===== src/rtl/xbus_arbiter.sv =====
// Two-requester arbiter for the shared decoder bus.
// Serialises accesses as IDLE -> BUS -> ACK and returns registered read data.
module xbus_arbiter #(
    parameter int ADDR_W     = 16,
    parameter int DATA_W     = 32,
    parameter bit FIXED_PRIO = 1'b0
) (
    input  logic              clk,
    input  logic              rst,
    input  logic              m0_req,
    input  logic              m0_we,
    input  logic [ADDR_W-1:0] m0_addr,
    input  logic [DATA_W-1:0] m0_wdata,
    output logic              m0_ack,
    output logic              m0_err,
    output logic [DATA_W-1:0] m0_rdata,
    input  logic              m1_req,
    input  logic              m1_we,
    input  logic [ADDR_W-1:0] m1_addr,
    input  logic [DATA_W-1:0] m1_wdata,
    output logic              m1_ack,
    output logic              m1_err,
    output logic [DATA_W-1:0] m1_rdata,
    output logic              bus_sel,
    output logic              bus_we,
    output logic [ADDR_W-1:0] bus_addr,
    output logic [DATA_W-1:0] bus_wdata,
    input  logic [DATA_W-1:0] bus_rdata,
    input  logic              bus_trap,
    output logic              owner
);

    localparam logic [1:0] IDLE = 2'd0;
    localparam logic [1:0] BUS  = 2'd1;
    localparam logic [1:0] ACK  = 2'd2;

    logic [1:0]        state_q, state_d;
    logic              owner_q, owner_d;
    logic              err_q, err_d;
    logic [DATA_W-1:0] rdata0_q, rdata0_d;
    logic [DATA_W-1:0] rdata1_q, rdata1_d;
    logic              grant;

    // Contention goes to m0 in fixed mode, otherwise to whoever did not own last.
    always_comb begin
        if (m0_req && m1_req) begin
            grant = FIXED_PRIO ? 1'b0 : ~owner_q;
        end else begin
            grant = m1_req;
        end
    end

    always_comb begin
        state_d  = state_q;
        owner_d  = owner_q;
        err_d    = err_q;
        rdata0_d = rdata0_q;
        rdata1_d = rdata1_q;
        case (state_q)
            IDLE: begin
                if (m0_req || m1_req) begin
                    owner_d = grant;
                    state_d = BUS;
                end
            end
            BUS: begin
                err_d = bus_trap;
                if (owner_q) begin
                    rdata1_d = bus_rdata;
                end else begin
                    rdata0_d = bus_rdata;
                end
                state_d = ACK;
            end
            default: begin
                state_d = IDLE;
            end
        endcase
    end

    always_ff @(posedge clk) begin
        if (!rst) begin
            state_q  <= IDLE;
            owner_q  <= 1'b1;
            err_q    <= 1'b0;
            rdata0_q <= '0;
            rdata1_q <= '0;
        end else begin
            state_q  <= state_d;
            owner_q  <= owner_d;
            err_q    <= err_d;
            rdata0_q <= rdata0_d;
            rdata1_q <= rdata1_d;
        end
    end

    always_comb begin
        bus_sel   = (state_q == BUS);
        bus_we    = 1'b0;
        bus_addr  = '0;
        bus_wdata = '0;
        if (bus_sel) begin
            bus_we    = owner_q ? m1_we    : m0_we;
            bus_addr  = owner_q ? m1_addr  : m0_addr;
            bus_wdata = owner_q ? m1_wdata : m0_wdata;
        end
    end

    assign m0_ack   = (state_q == ACK) && !owner_q;
    assign m1_ack   = (state_q == ACK) &&  owner_q;
    assign m0_err   = m0_ack && err_q;
    assign m1_err   = m1_ack && err_q;
    assign m0_rdata = rdata0_q;
    assign m1_rdata = rdata1_q;
    assign owner    = owner_q;

endmodule


===== config.mk =====
export PLATFORM = sky130hd
export DESIGN_NAME = xbus_arbiter
export DESIGN_NICKNAME = d
export VERILOG_FILES = /design/src/rtl/xbus_arbiter.sv
export SDC_FILE = /design/constraint.sdc
export NUM_CORES = 1
export LEC_CHECK = 0
export ABC_AREA = 1
export BUFFER_PORTS_ARGS = -buffer_cell sky130_fd_sc_hd__buf_2
export CAP_MARGIN = 20
export CORE_UTILIZATION = 35
export CTS_CLUSTER_DIAMETER = 40
export DETAILED_ROUTE_END_ITERATION = 10
export MAX_ROUTING_LAYER = met4
export PLACE_DENSITY_LB_ADDON = 0.12
export REMOVE_ABC_BUFFERS = 1
export SYNTH_ARGS = -nofsm -noshare
export SYNTH_HDL_FRONTEND = slang
export SYNTH_SLANG_ARGS = --single-unit

===== constraint.sdc =====
create_clock -name clk -period 1.2 [get_ports clk]
set_input_delay 0.06 -clock clk [delete_from_list [all_inputs] [get_ports clk]]
set_output_delay 0.06 -clock clk [all_outputs]
set_load 0.01 [all_outputs]

==> Word-level counts from Yosys, hierarchy flattened <==
Index checks and enable logic that the tools add are counted.
{ "word_totals": {"ff_bits": 68, "in_bits": 135, "output_inout_bits": 119, "elab_cells": 29} }
{ "op_classes": {"eq_ne": 3, "n_mux": 9, "bitwise_logic": 1, "reduce_logical": 11} }
{ "ops": {"columns": ["operator", "n"], "rows": [
  ["2-to-1 mux 32 bit", 2],
  ["2-to-1 mux 16 bit", 2],
  ["AND reduction 2 bit", 3],
  ["logical AND 1 bit", 5],
  ["case mux 2 bit (2 select lines)", 1],
  ["2-to-1 mux 1 bit", 3],
  ["equality test 2 x 1 -> 1 bit (second input constant)", 1],
  ["equality test 2 bit (second input constant)", 1],
  ["zero test 2 bit", 1],
  ["2-to-1 mux 2 bit", 1],
  ["!= test 2 bit (second input constant)", 1],
  ["zero test 1 bit", 1],
  ["logical OR 1 bit", 1],
  ["inverter 1 bit", 1]
]} }

==> Longest topological paths before layout <==
{ "depth": {"word_depth": 3, "mapped_depth": 7, "mapped_depth_nobuf": 5} }

==> Least setup slack after synthesis <==
OpenSTA, ideal clock, no wires.
{ "synth_path": {"kind": "register to output", "startpoint": "register owner_q (netlist: owner)", "endpoint": "output port bus_addr[10]", "arrival_ns": 1.106, "required_time_ns": 1.140, "setup_slack_ns": 0.034, "stages_incl_launch_ff": 5, "path_buffers": 2, "path_cell_list": "dfxtp_1 > buf_4 > clkbuf_1 > nand2_1 > a21oi_1"} }
{ "synth_between": {"elab_chain_len": 2} }
{ "synth_lines": {"columns": ["element", "line", "text"], "rows": [
  ["from (decl)", "38", "logic owner_q, owner_d;"],
  ["from (signal assigned)", "90", "owner_q <= owner_d;"],
  ["2-to-1 mux 16 bit", "104", "bus_addr = owner_q ? m1_addr : m0_addr;"],
  ["2-to-1 mux 16 bit", "102", "if (bus_sel) begin"],
  ["to (decl)", "26", "output logic [ADDR_W-1:0] bus_addr,"]
]} }
No other way between the ends.

==> Final worst setup path <==
{ "layout_path": {"startpoint": "register owner_q (netlist: owner)", "endpoint": "output port bus_addr[7]"} }
Same word-level chain as after synthesis.

==> summary.txt <==
Placement
  – HPWL after DPL: 8680 µm
  – Pre-CTS setup slack: around 0.054 ns
  – Final Wtd Congestion: 0.886
  – PortBufs: about 250

Yosys
  – Synth area leaders: dfxtp_1, nand2_1, nor2_1
  – Cells after synthesis: slightly below 600
  – Synth warnings: 0
  – EDFF count, synth: 0
  – Ys async rst share: 0%
  – Avg Inst Size Synth: a little under 6 µm²
  – Synth Register Bits: 68
  – Area share of the leading cell type in the synthesized netlist: between 30% and 40%
  – Synth cell count leaders: nand2_1, nor2_1, dfxtp_1, inv_1, a21oi_1
  – Ys flop type: dfxtp_1
  – Mapped Area: 0.00347 mm²
  – Register area share after synthesis: between 30% and 40%
  – Count of different cell masters after synthesis: 16
  – Most common cell in the netlist: nand2_1
  – Area leader, netlist: dfxtp_1

Global routing
  – Initial antenna violation count: 1
  – First-pass GRT wire length: 18500 µm
  – Total congestion overflow: 0
  – Vias in the first global route: 4040
  – Total GRT Usage: between 20% and 30%
  – Pin count of the biggest net entering global routing: 49

Timing
  – Final Critical Period: 1.47 ns
  – Fin Clk Skew: 0.0141 ns
  – Worst slew pin tran: around 0.3 ns
  – Fin. Hold Viols: 0
  – Final setup viols: approximately 120
  – RSZ-0062 raised after global routing: yes
  – Fmax: approximately 0.68 GHz
  – Fin crit share: 122%
  – Fin. max-slew vios: 0
  – Final worst slack: -0.267 ns
  – Relative slew slack: 79.6%

Power
  – Pwr Density: ~1100 mW/mm²
  – Static leakage: 3.67 nW
  – Final Power: approximately 7.1 mW
  – Worst vdd ir: ~1.3 mV

Floorplan
  – Starting density of the core: 36.9%
  – # rows: 35
  – Die H: 102 µm
  – CORE AREA: around 0.0094 mm²
  – Die area: 0.0103 mm²
  – Die W: about 100 µm
  – # IOs: ~250

Worst setup path
  – Arr. time, crit path: between 1 and 1.5 ns
  – CP endpoint kind: output port
  – CP startpoint kind: flip-flop
  – Critical path class: flip-flop to output port
  – WP data required: 1.14 ns
  – Crit path max fanout: 6

Final layout
  – Storage element area: around 0.0014 mm²
  – Layout cells sized above 1: around 43%
  – P&R area growth vs syn: 83.0%
  – Post-layout util: roughly two thirds
  – Area of the multi-input gates: between 0.0015 and 0.002 mm²
  – Filler instances: between 800 and 900
  – Nets: around 1000

CTS
  – CTS tree: built
  – Clk slew on worst S/H paths: approximately 0.06 ns
  – Cts bufs inserted: 9
  – Clock tree buffer depth: 2
  – Root Buffer: clkbuf_8
  – Skew-Pair Late Insertion Delay: about 0.33 ns
  – Clock sink total: 68
  – H-tree levels: 3

Route
  – DRT Pass-1 Iters: 4
  – DRC errors left: 0
  – Initial DRC count: between 150 and 200
  – Post-DR wirelength/cell: roughly 14 µm
  – Via count: ~4800
  – Vias per inst: between 4 and 5
  – Routed WL: 14700 µm
  – ANT nets after route: 0

Outcome
  – Status: complete, but fails checks
  – Failing checks: negative setup slack

Job
  – Max-cap check violation count: 0

Worst hold path
  – HP Class: input pin to flip-flop
-- cells in the final DEF, fill, tap and decap left out, drive strengths merged --
cell,Yosys,routed
buf,20,283
nand2,229,229
nor2,135,135
inv,69,70
dfxtp,68,68
a21oi,49,49
dlygate4sd3,0,34
clkbuf,15,22
nand3,4,4
clkinv,0,3
nor3,2,2
o21ai,2,2
bufinv,0,2
diode,0,1
or2,1,1
-- registers in the layout, indices dropped and copies added, names as in the netlist --
| signal | flops |
|---|---|
| err_q | 1 |
| m0_rdata | 32 |
| m1_rdata | 32 |
| state_q | 2 |
| owner | 1 |
-- metrics by stage --
step | TNS [ns] | std cells | hold WS (ns) | cell area (µm²)
2_1_floorplan | -143.94 | 559 | 0.144 | 3300
3_3_place_gp | 0 | 952 | 0.298 | 4910
3_5_place_dp | 0 | 952 | 0.303 | 4910
4_1_cts | -9.94 | 1011 | 0.0195 | 5700
5_1_grt | -22.71 | 1034 | 0.0663 | 6350
6_report | -13.71 | 1034 | 0.0399 | 6350
-- what timing repair did --
action                                  CTS  global route
resized for setup                        24            83
endpoints found under the setup margin   55           102
buffers inserted                          5             5
hold buffers                             34             0
endpoints found under the hold margin    66             0
gates cloned                              4            19
pin swaps                                 0            10
-- final timing paths --
kind         slack, ns  cells past startpoint      endpoint  startpoint
max              -0.27                      6   bus_addr[7]       owner
min reg2reg       0.49                      2         err_q       err_q
max reg2reg      -0.11                      7  m0_rdata[29]       owner
min               0.04                      3    state_q[0]      m0_req
-- worst max-delay path, cell delays in order (launching register included) --
cell,delay (ns)
dfxtp_4,0.36
buf_6,0.14
inv_8,0.07
clkbuf_16,0.14
nand2_1,0.07
a21oi_1,0.15
buf_2,0.15
-- cells by family (layout without fill, tap and decap cells) --
family	count (synthesis)	in the layout	synth area share, %
and+or+nand+nor	371	371	40.9
AOI/OAI and AO/OA	51	51	7.35
other	0	1	0
DFF	68	68	39.2
buffers and inverters	104	414	12.6
-- where the power goes --
group          switching (mW)  internal [mW]  leakage [nW]  total, mW
clock                   0.894           1.29         0.120       2.19
combinational            1.25           1.11          3.00       2.37
sequential             0.0906           2.43         0.557       2.52
-- layout make-up --
type                    count  area share [%]
repair buffers            328            36.7
clock inverters             5            1.30
well taps                 129            2.54
multi-input cells         422            30.9
diodes                      1          0.0394
flip-flops and latches     68            21.6
repair inverters            1           0.177
inverters                  69            4.35
clock buffers              11            2.38
-- layer usage --
metal / routed length [µm] / vias up / track usage [%]
met5: 0 / - / -
met1: 5580 / 2147 / 25.4
met3: 1010 / 40 / 5.31
met2: 7620 / 216 / 42.3
met4: 496 / 0 / 9.03
li1: - / 2364 / -
Note: power is estimated with default switching activity, not from simulation.
